--- config.mk ---
export PLATFORM = sky130hd
export DESIGN_NAME = duty_ramp_ctrl_flat
export DESIGN_NICKNAME = d
export VERILOG_FILES = /design/src/rtl/duty_ctrl_pkg.sv /design/src/rtl/duty_ramp_ctrl_if.sv /design/src/rtl/duty_tick_gen.sv /design/src/rtl/duty_ramp_ctrl.sv /design/src/flat_wrapper.sv
export SDC_FILE = /design/constraint.sdc
export NUM_CORES = 1
export LEC_CHECK = 0
export CORE_MARGIN = 2
export CORE_UTILIZATION = 55
export CTS_BUF_LIST = sky130_fd_sc_hd__clkbuf_2
export CTS_CLUSTER_SIZE = 30
export DETAILED_ROUTE_END_ITERATION = 10
export PLACE_DENSITY_LB_ADDON = 0.08
export SLEW_MARGIN = 10
export SYNTH_ARGS = -nofsm -noshare
export SYNTH_HDL_FRONTEND = slang
export SYNTH_SLANG_ARGS = --single-unit
--- constraint.sdc ---
create_clock -name clk -period 9.7 [get_ports clk]
set_input_delay 1.94 -clock clk [delete_from_list [all_inputs] [get_ports clk]]
set_output_delay 1.94 -clock clk [all_outputs]
set_load 0.01 [all_outputs]
--- src/rtl/duty_ctrl_pkg.sv ---
// duty_ctrl_pkg: shared constants, FSM state type and the duty step helper for duty_ramp_ctrl.
package duty_ctrl_pkg;
    localparam int NCH    = 3;
    localparam int DUTY_W = 8;
    // Must track the duty register's own reset values so the shadow starts in sync.
    localparam logic [DUTY_W-1:0] RST_DUTY0 = 8'd64;
    localparam logic [DUTY_W-1:0] RST_DUTY1 = 8'd128;
    localparam logic [DUTY_W-1:0] RST_DUTY2 = 8'd192;
    typedef enum logic [1:0] {IDLE, WR0, WR1, WR2} state_t;
    function automatic logic [DUTY_W-1:0] step_toward(input logic [DUTY_W-1:0] cur,
                                                      input logic [DUTY_W-1:0] tgt,
                                                      input logic [DUTY_W-1:0] step);
        logic signed [DUTY_W:0] diff;
        logic signed [DUTY_W:0] lim;
        diff = $signed({1'b0, tgt}) - $signed({1'b0, cur});
        lim  = $signed({1'b0, step});
        // A full step would overshoot only when |diff| <= step, so no wrap is possible.
        return (diff <= lim && diff >= -lim) ? tgt : (diff > 0) ? cur + step : cur - step;
    endfunction
endpackage

--- src/rtl/duty_ramp_ctrl_if.sv ---
// duty_ramp_ctrl_if: request handshake and duty register write port of duty_ramp_ctrl.
interface duty_ramp_ctrl_if;
    logic       req_valid;
    logic       req_ready;
    logic [1:0] req_ch;
    logic [7:0] req_target;
    logic       we;
    logic [1:0] ch_sel;
    logic [7:0] duty_in;
    modport master (output req_valid, req_ch, req_target, input req_ready, we, ch_sel, duty_in);
    modport slave  (input req_valid, req_ch, req_target, output req_ready, we, ch_sel, duty_in);
endinterface

--- src/rtl/duty_tick_gen.sv ---
// duty_tick_gen: TICK_DIV prescaler; one-cycle tick on the last count, counter held at 0 when disabled.
module duty_tick_gen #(
    parameter int TICK_DIV = 1000
) (
    input  logic clk,
    input  logic rst_n,
    input  logic en,
    output logic tick
);
    localparam int CW = $clog2(TICK_DIV);
    logic [CW-1:0] cnt_q, cnt_d;
    assign tick = en && cnt_q == CW'(TICK_DIV - 1);
    always_comb cnt_d = (!en || tick) ? '0 : cnt_q + 1'b1;
    always_ff @(posedge clk or negedge rst_n)
        if (!rst_n) cnt_q <= '0;
        else        cnt_q <= cnt_d;
endmodule

--- src/rtl/duty_ramp_ctrl.sv ---
// duty_ramp_ctrl: soft-start sequencer stepping three PWM duty channels toward their targets.
// Optional DUTY_RAMP_DONE_IRQ_EN adds the done_irq/done_ch completion pulse.
module duty_ramp_ctrl
    import duty_ctrl_pkg::*;
#(
    parameter int TICK_DIV = 1000,
    parameter int STEP     = 1
) (
    input  logic                 clk,
    input  logic                 rst_n,
    input  logic                 ramp_en,
    duty_ramp_ctrl_if.slave      bus,
    output logic [NCH-1:0]       busy
`ifdef DUTY_RAMP_DONE_IRQ_EN
    ,
    output logic                 done_irq,
    output logic [1:0]           done_ch
`endif
);
    logic              tick;
    state_t            state_q, state_d;
    logic [1:0]        rr_q, rr_d;
    logic              pend_q, pend_d;
    logic [NCH-1:0]    busy_q, busy_d;
    logic [DUTY_W-1:0] tgt_q [NCH];
    logic [DUTY_W-1:0] tgt_d [NCH];
    logic [DUTY_W-1:0] shd_q [NCH];
    logic [DUTY_W-1:0] shd_d [NCH];
    logic              we_q, we_d;
    logic [1:0]        ch_sel_q, ch_sel_d;
    logic [DUTY_W-1:0] duty_q, duty_d;
    logic              ready_q, ready_d;
    logic              accept;
    logic [1:0]        k, c;
    logic [2:0]        rs;
    logic [DUTY_W-1:0] nxt;
`ifdef DUTY_RAMP_DONE_IRQ_EN
    logic              done_irq_q, done_irq_d;
    logic [1:0]        done_ch_q, done_ch_d;
    assign done_irq = done_irq_q;
    assign done_ch  = done_ch_q;
`endif

    duty_tick_gen #(.TICK_DIV(TICK_DIV)) u_tick (.clk(clk), .rst_n(rst_n), .en(ramp_en), .tick(tick));

    assign bus.req_ready = ready_q;
    assign bus.we        = we_q;
    assign bus.ch_sel    = ch_sel_q;
    assign bus.duty_in   = duty_q;
    assign busy          = busy_q;

    always_comb begin
        tgt_d    = tgt_q;
        shd_d    = shd_q;
        busy_d   = busy_q;
        rr_d     = rr_q;
        we_d     = 1'b0;
        ch_sel_d = ch_sel_q;
        duty_d   = duty_q;
        nxt      = '0;
`ifdef DUTY_RAMP_DONE_IRQ_EN
        done_irq_d = 1'b0;
        done_ch_d  = done_ch_q;
`endif
        // Channel 3 is handshaken but otherwise ignored.
        accept = bus.req_valid && ready_q && bus.req_ch != 2'd3;
        if (accept) begin
            tgt_d[bus.req_ch]  = bus.req_target;
            busy_d[bus.req_ch] = bus.req_target != shd_q[bus.req_ch];
`ifdef DUTY_RAMP_DONE_IRQ_EN
            done_irq_d = bus.req_target == shd_q[bus.req_ch];
            done_ch_d  = bus.req_ch;
`endif
        end
        if (state_q == IDLE) begin
            pend_d  = 1'b0;
            state_d = ((tick || pend_q) && busy_d != '0) ? WR0 : IDLE;
        end else begin
            pend_d  = pend_q || tick;
            state_d = (state_q == WR2) ? IDLE : state_t'(2'(state_q) + 2'd1);
        end
        // The write for WRk is prepared on the edge entering WRk so outputs stay registered.
        k  = 2'(state_d) - 2'd1;
        rs = {1'b0, rr_q} + {1'b0, k};
        c  = (rs >= 3'd3) ? 2'(rs - 3'd3) : rs[1:0];
        if (state_d != IDLE && busy_d[c]) begin
            nxt      = step_toward(shd_q[c], tgt_d[c], DUTY_W'(STEP));
            we_d     = 1'b1;
            ch_sel_d = c;
            duty_d   = nxt;
            shd_d[c] = nxt;
            if (nxt == tgt_d[c]) begin
                busy_d[c] = 1'b0;
`ifdef DUTY_RAMP_DONE_IRQ_EN
                done_irq_d = 1'b1;
                done_ch_d  = c;
`endif
            end
        end
        if (state_q == WR2) rr_d = (rr_q == 2'd2) ? 2'd0 : rr_q + 2'd1;
        ready_d = state_d == IDLE;
    end

    always_ff @(posedge clk or negedge rst_n) begin
        if (!rst_n) begin
            state_q  <= IDLE;
            rr_q     <= '0;
            pend_q   <= 1'b0;
            busy_q   <= '0;
            tgt_q    <= '{RST_DUTY0, RST_DUTY1, RST_DUTY2};
            shd_q    <= '{RST_DUTY0, RST_DUTY1, RST_DUTY2};
            we_q     <= 1'b0;
            ch_sel_q <= '0;
            duty_q   <= '0;
            ready_q  <= 1'b1;
`ifdef DUTY_RAMP_DONE_IRQ_EN
            done_irq_q <= 1'b0;
            done_ch_q  <= '0;
`endif
        end else begin
            state_q  <= state_d;
            rr_q     <= rr_d;
            pend_q   <= pend_d;
            busy_q   <= busy_d;
            tgt_q    <= tgt_d;
            shd_q    <= shd_d;
            we_q     <= we_d;
            ch_sel_q <= ch_sel_d;
            duty_q   <= duty_d;
            ready_q  <= ready_d;
`ifdef DUTY_RAMP_DONE_IRQ_EN
            done_irq_q <= done_irq_d;
            done_ch_q  <= done_ch_d;
`endif
        end
    end
endmodule
--- src/flat_wrapper.sv ---
// flat-port wrapper written by rule: the top's interface ports become plain ports
module duty_ramp_ctrl_flat import duty_ctrl_pkg::*;
#(
    parameter int TICK_DIV = 1000,
    parameter int STEP     = 1
)
  (clk, rst_n, ramp_en, busy, bus_req_valid, bus_req_ch, bus_req_target, bus_req_ready, bus_we, bus_ch_sel, bus_duty_in);
  duty_ramp_ctrl_if bus_i ();
  input  logic clk;
  input  logic rst_n;
  input  logic ramp_en;
  output logic [NCH-1:0] busy;
  input wire logic [$bits(bus_i.req_valid)-1:0] bus_req_valid;
  input wire logic [$bits(bus_i.req_ch)-1:0] bus_req_ch;
  input wire logic [$bits(bus_i.req_target)-1:0] bus_req_target;
  output wire logic [$bits(bus_i.req_ready)-1:0] bus_req_ready;
  output wire logic [$bits(bus_i.we)-1:0] bus_we;
  output wire logic [$bits(bus_i.ch_sel)-1:0] bus_ch_sel;
  output wire logic [$bits(bus_i.duty_in)-1:0] bus_duty_in;
  assign bus_i.req_valid = bus_req_valid;
  assign bus_i.req_ch = bus_req_ch;
  assign bus_i.req_target = bus_req_target;
  assign bus_req_ready = bus_i.req_ready;
  assign bus_we = bus_i.we;
  assign bus_ch_sel = bus_i.ch_sel;
  assign bus_duty_in = bus_i.duty_in;
  duty_ramp_ctrl #(.TICK_DIV(TICK_DIV), .STEP(STEP)) u_core (.clk(clk), .rst_n(rst_n), .ramp_en(ramp_en), .bus(bus_i), .busy(busy));
endmodule
==> impl_metrics.ini, run 1 <==
[grt]
antenna_found_initial = 0
grt_pass1_vias = 4703
track_usage = 0.307
grt_pass1_wl_um = 24400
grt_overflow = 0
grt_max_degree = 79

[layout]
final_util = 0.731
fill_cells = 716
n_antenna_cell = 0
multi_input_comb_area_mm2 = 0.00347
layout_common_cells = 119 x buf_4, 69 x dfrtp_1, 53 x nand2_1, 46 x mux2_2, 39 x nor2_1
layout_commonest_cell = buf_4
layout.nets = 750
seqCellArea_mm2 = 0.00196
area_growth_pct = 30.6
drive_gt1_frac = 0.364
fin_cells = 850

[clock_tree]
cts_tree = yes
clockRootBuffer = clkbuf_2
cts_hold_buf = 0
numCtsBuffers = 9
cts.sinks = 78
h-tree-depth = 3
clkLatencyLatePin_ns = 0.57
cts_buffer_depth = 2
clkTransAtPathRegs_ns = 0.24

[worst_setup_path]
cp-start-kind = primary input
arrival_ns = 9.81
worstReg2RegStart = u_core.shd_q[6]$_DFFE_PN1P_
crit_fanout = 11
slowest_stage = or4b_4
end_kind = flop
critPathMaxStageDelay_ns = 0.54
path_class = in -> reg
cp-startpoint = bus_req_ch[1]
required_ns = 10.15

[synth]
syn-instance-count = 568
synth-seq-area-share = 0.362
yosys_warnings = 0
synth_cell_types = 71
synthesis.area_mm2 = 0.00542
synth.ff_latch_count = 78
synthFlopType = dfrtp_1
syn_nets = 606
ys_async_sr_fraction = 1.00
synth_area_per_cell_um2 = 9.54
synth-edff-count = 0

[placement]
post-dp-hpwl_um = 12600
placed_cells = 821
io_buffers = 28
routabilityCongestion = 0.982

[routing]
via_count = 4948
viasPerCell = 5.82
drc = 0
ant_nets = 0
finalWirelength_um = 16300
first_pass_iters = 5
routedWlPerCell_um = 19.2
drt_iter0_drc = 250

[sta]
slew_headroom = 0.362
finalMaxSlewViolations = 0
hold_violations = 0
fin_worst_skew_ns = 0.0404
setup_viol_count_final = 0
finalCritPeriodShare = 0.965
worstMarginPinSlew_ns = 0.954
fin_crit_ns = 9.36
hold-worst-slack_ns = 0.482
max_freq_ghz = 0.107

[power]
ir_drop_uv = 92.4
power.leakage_uw = 0.00335
power-per-cell-area_mw_per_mm2 = 132

[hold_path]
worst_hold_path_type = reg -> reg
holdCritStartpoint = u_core.u_tick.cnt_q[0]$_DFF_PN0_

[floorplan]
core_mm2 = 0.00968
ios = 29
dieArea_mm2 = 0.0107
row_count = 36
start_util = 0.560
dieWidth_um = 103
die_h_um = 103

[status]
status = completed

[job]
drv_cap = 0
==> cells in the mapped netlist (4+ instances only) <==
library cell,number,share of area
a21o_1,7,0.0097
a21oi_1,33,0.030
a31oi_1,10,0.012
and3_1,7,0.0081
buf_2,4,0.0037
buf_6,4,0.0083
clkbuf_1,7,0.0048
dfrtp_1,69,0.32
dfstp_2,9,0.044
ha_1,21,0.048
inv_1,33,0.023
mux2_2,46,0.096
mux2i_1,29,0.054
nand2_1,54,0.037
nand3_1,6,0.0055
nand4_1,5,0.0058
nor2_1,42,0.029
nor3_1,15,0.014
nor4_1,7,0.0081
nor4b_1,4,0.0065
o211ai_1,4,0.0055
o21a_1,5,0.0069
o21ai_0,29,0.027
o21ai_1,6,0.0055
or3_1,5,0.0058
xnor2_1,29,0.047
xor2_1,14,0.023
==> metal layers <==
metal / share of wire / wire, um / vias up / GRT usage
li1: - / - / 2329 / -
met1: 0.44 / 7190 / 2391 / 0.412
met2: 0.47 / 7610 / 186 / 0.490
met3: 0.068 / 1110 / 42 / 0.0739
met4: 0.023 / 382 / 0 / 0.103
met5: 0 / 0 / - / 0
==> registers in the layout, indices dropped and copies added, names as in the netlist <==
| register | flops |
|---|---|
| u_core.shd_q | 24 |
| u_core.pend_q | 1 |
| u_core.bus.ch_sel | 2 |
| u_core.bus.req_ready | 1 |
| u_core.tgt_q | 24 |
| u_core.bus.we | 1 |
| u_core.rr_q | 2 |
| u_core.state_q | 2 |
| u_core.u_tick.cnt_q | 10 |
| u_core.busy | 3 |
| u_core.bus.duty_in | 8 |
==> layout make-up <==
class / count / share of cell area
Clock buffer: 9 / 0.00637
Inverter: 35 / 0.0189
Sequential cell: 78 / 0.277
Tap cell: 133 / 0.0235
Clock inverter: 7 / 0.0120
Multi-Input combinational cell: 438 / 0.490
Timing Repair Buffer: 150 / 0.172
==> critical path, delay by kind of cell <==
family / cells / cell delay (ns)
adders and majority gates: 5 / 1.57
and+or+nand+nor: 9 / 2.18
muxes: 2 / 0.41
buffers and inverters: 7 / 0.79
AOI/OAI and AO/OA: 15 / 2.61
xor gates and xnor gates: 2 / 0.31
==> metrics by stage <==
step	TNS (ns)	worst slack (ns)	power (uW)	cell area (um^2)
6_report	0	0.343	933	7080
5_1_grt	-0.0585	-0.0363	985	7080
4_1_cts	0	0.0224	900	6790
3_5_place_dp	-6.03	-0.534	703	6660
3_3_place_gp	-5.47	-0.550	696	6660
2_1_floorplan	-0.244	-0.0966	564	5510
==> worst paths after layout <==
check | slack [ns] | cells past startpoint | to
max in group asynchronous | 7.61 | 1 | u_core.shd_q[23]$_DFFE_PN0P_
worst min register to register | 0.48 | 1 | u_core.u_tick.cnt_q[0]$_DFF_PN0_
worst max register to register | 1.41 | 38 | u_core.busy[2]$_DFF_PN0_
min in group asynchronous | 1.48 | 1 | u_core.pend_q$_DFF_PN0_
worst max-delay path | 0.34 | 40 | u_core.busy[2]$_DFF_PN0_
worst min-delay path | 0.48 | 1 | u_core.u_tick.cnt_q[0]$_DFF_PN0_
==> cell families (layout without fill, tap and decap cells) <==
group	after synthesis	count (layout)	synth area share
mux	77	77	0.156
fa+ha+maj	24	24	0.0596
buf+inv	52	201	0.0425
flops	78	78	0.362
compound gates	125	125	0.154
simple gates	168	168	0.154
xor+xnor	44	44	0.0725
==> timing repair <==
item                       in CTS  in global routing
resized for setup               0                 55
setup buffers                   0                 12
setup endpoints to repair       0                 15
==> power by group <==
group / switching (uW) / leakage [uW] / total (uW) / internal [uW]
registers: 7.76 / 0.00100 / 356 / 348
logic: 201 / 0.00226 / 382 / 181
clock network: 129 / 0.0000802 / 195 / 66.3
total: 338 / 0.00335 / 933 / 596
Note: power is estimated with default switching activity, not from simulation.
==> run 2: changes to the inputs <==
--- a/config.mk
+++ b/config.mk
@@ -10,6 +10,7 @@
 export CTS_BUF_LIST = sky130_fd_sc_hd__clkbuf_2
 export CTS_CLUSTER_SIZE = 30
 export DETAILED_ROUTE_END_ITERATION = 10
+export GPL_ROUTABILITY_DRIVEN = 0
 export PLACE_DENSITY_LB_ADDON = 0.08
 export SLEW_MARGIN = 10
 export SYNTH_ARGS = -nofsm -noshare
==> impl_metrics.ini, run 2 (synthesis results as in run 1) <==
[status]
status = completed

[floorplan]
core_mm2 = 0.00968
dieArea_mm2 = 0.0107
die_h_um = 103
row_count = 36
dieWidth_um = 103
start_util = 0.560
ios = 29

[clock_tree]
h-tree-depth = 3
numCtsBuffers = 9
cts_buffer_depth = 2
cts_tree = yes
cts.sinks = 78
clkLatencyLatePin_ns = 0.55
clockRootBuffer = clkbuf_2
clkTransAtPathRegs_ns = 0.21

[placement]
post-dp-hpwl_um = 12200
placed_cells = 817
io_buffers = 28
postPlaceCellArea_mm2 = 0.00663

[worst_setup_path]
critPathMaxStageDelay_ns = 0.57
arrival_ns = 9.95
cp_top_family = compound AO/OA/AOI/OAI gates
cp-start-kind = primary input
worst-path-buf-inv = 7
required_ns = 10.14
end_kind = flop
path_class = in -> reg
crit_fanout = 11
slowest_stage = or4b_4
path_common_cell = o21ai_2

[layout]
layout.nets = 750
fill_cells = 761
layout_commonest_cell = buf_4
final_util = 0.726
largest_registers = u_core.shd_q (24), u_core.tgt_q (24), u_core.u_tick.cnt_q (10)
n_antenna_cell = 0
fin_area_mm2 = 0.00703
fin_cells = 850
area_growth_pct = 29.8
drive_gt1_frac = 0.358
layout_common_cells = 118 x buf_4, 69 x dfrtp_1, 52 x nand2_1, 46 x mux2_2, 38 x nor2_1

[grt]
grt_pass1_wl_um = 24700
track_usage = 0.307
grt_max_degree = 79
antenna_found_initial = 0
grt_pass1_vias = 4820
grt_overflow = 0

[job]
drv_cap = 0

[sta]
max_freq_ghz = 0.105
hold-worst-slack_ns = 0.477
fin_crit_ns = 9.51
hold_violations = 0
slew_headroom = 0.358
finalCritPeriodShare = 0.980
setup_viol_count_final = 0
worstMarginPinSlew_ns = 0.959
finalMaxSlewViolations = 0
fin_worst_skew_ns = 0.0206

[power]
swShare = 0.363
power.internal_uw = 559
ir_drop_uv = 86.3
clkPwrFrac = 0.167
p_seq_frac = 0.406
p_sw_uw = 318
power.leakage_uw = 0.00331
p_comb_frac = 0.427
power-per-cell-area_mw_per_mm2 = 125
p_total_uw = 877

[routing]
drc = 0
drt_iter0_drc = 289
routedWlPerCell_um = 18.7
viasPerCell = 5.82
first_pass_iters = 5
finalWirelength_um = 15900
ant_nets = 0
via_count = 4951

[hold_path]
worst_hold_path_type = reg -> reg
## run 2: per-stage QoR
step                      setup TNS (ns)  worst slack [ns]
after CTS                              0            0.0105
after detailed placement           -7.06            -0.616
after floorplan                   -0.244           -0.0966
final                                  0             0.191
after global routing             -0.0944           -0.0496
after global placement             -3.91            -0.430
## run 2: timing repair
| item | CTS | global route |
|---|---|---|
| buffers inserted | 2 | 14 |
| pin swaps | 4 | 29 |
| hold buffers | 0 | 0 |
| gates cloned | 0 | 1 |
| resized for setup | 6 | 51 |
| endpoints found under the setup margin | 3 | 15 |
## run 2: area by class of cell
cell class | count | area [um^2] | share of cell area
Multi-Input combinational cell | 438 | 3460 | 0.492
Clock inverter | 6 | 37.5 | 0.00534
Timing Repair Buffer | 150 | 1220 | 0.173
Clock buffer | 10 | 50.0 | 0.00712
Sequential cell | 78 | 1960 | 0.279
Inverter | 35 | 134 | 0.0190
Tap cell | 133 | 166 | 0.0237
## run 2: routing by layer
metal | routed length [um] | global-route usage | vias up
li1 | - | - | 2321
met1 | 6900 | 0.421 | 2383
met2 | 7440 | 0.490 | 206
met3 | 1060 | 0.0531 | 41
met4 | 464 | 0.113 | 0
met5 | 0 | 0 | -
## run 2: worst paths after layout
path	startpoint	endpoint	slack, ns	cells past startpoint
setup reg to reg	u_core.shd_q[6]$_DFFE_PN1P_	u_core.busy[2]$_DFF_PN0_	1.39	40
setup / recovery	bus_req_ch[1]	u_core.busy[2]$_DFF_PN0_	0.19	42
max in group asynchronous	rst_n	u_core.tgt_q[23]$_DFF_PN0_	7.60	1
hold / removal	u_core.u_tick.cnt_q[0]$_DFF_PN0_	u_core.u_tick.cnt_q[0]$_DFF_PN0_	0.48	1
min in group asynchronous	rst_n	u_core.u_tick.cnt_q[7]$_DFF_PN0_	1.49	1
hold reg to reg	u_core.u_tick.cnt_q[0]$_DFF_PN0_	u_core.u_tick.cnt_q[0]$_DFF_PN0_	0.48	1
## run 2: power groups by stage
| stage | clock network [uW] | registers (uW) | logic, uW |
|---|---|---|---|
| floorplan | 0 | 360 | 204 |
| global route | 166 | 358 | 404 |
| detailed placement | 0 | 362 | 340 |
| global placement | 0 | 361 | 333 |
| finish | 146 | 356 | 375 |
| CTS | 151 | 356 | 347 |
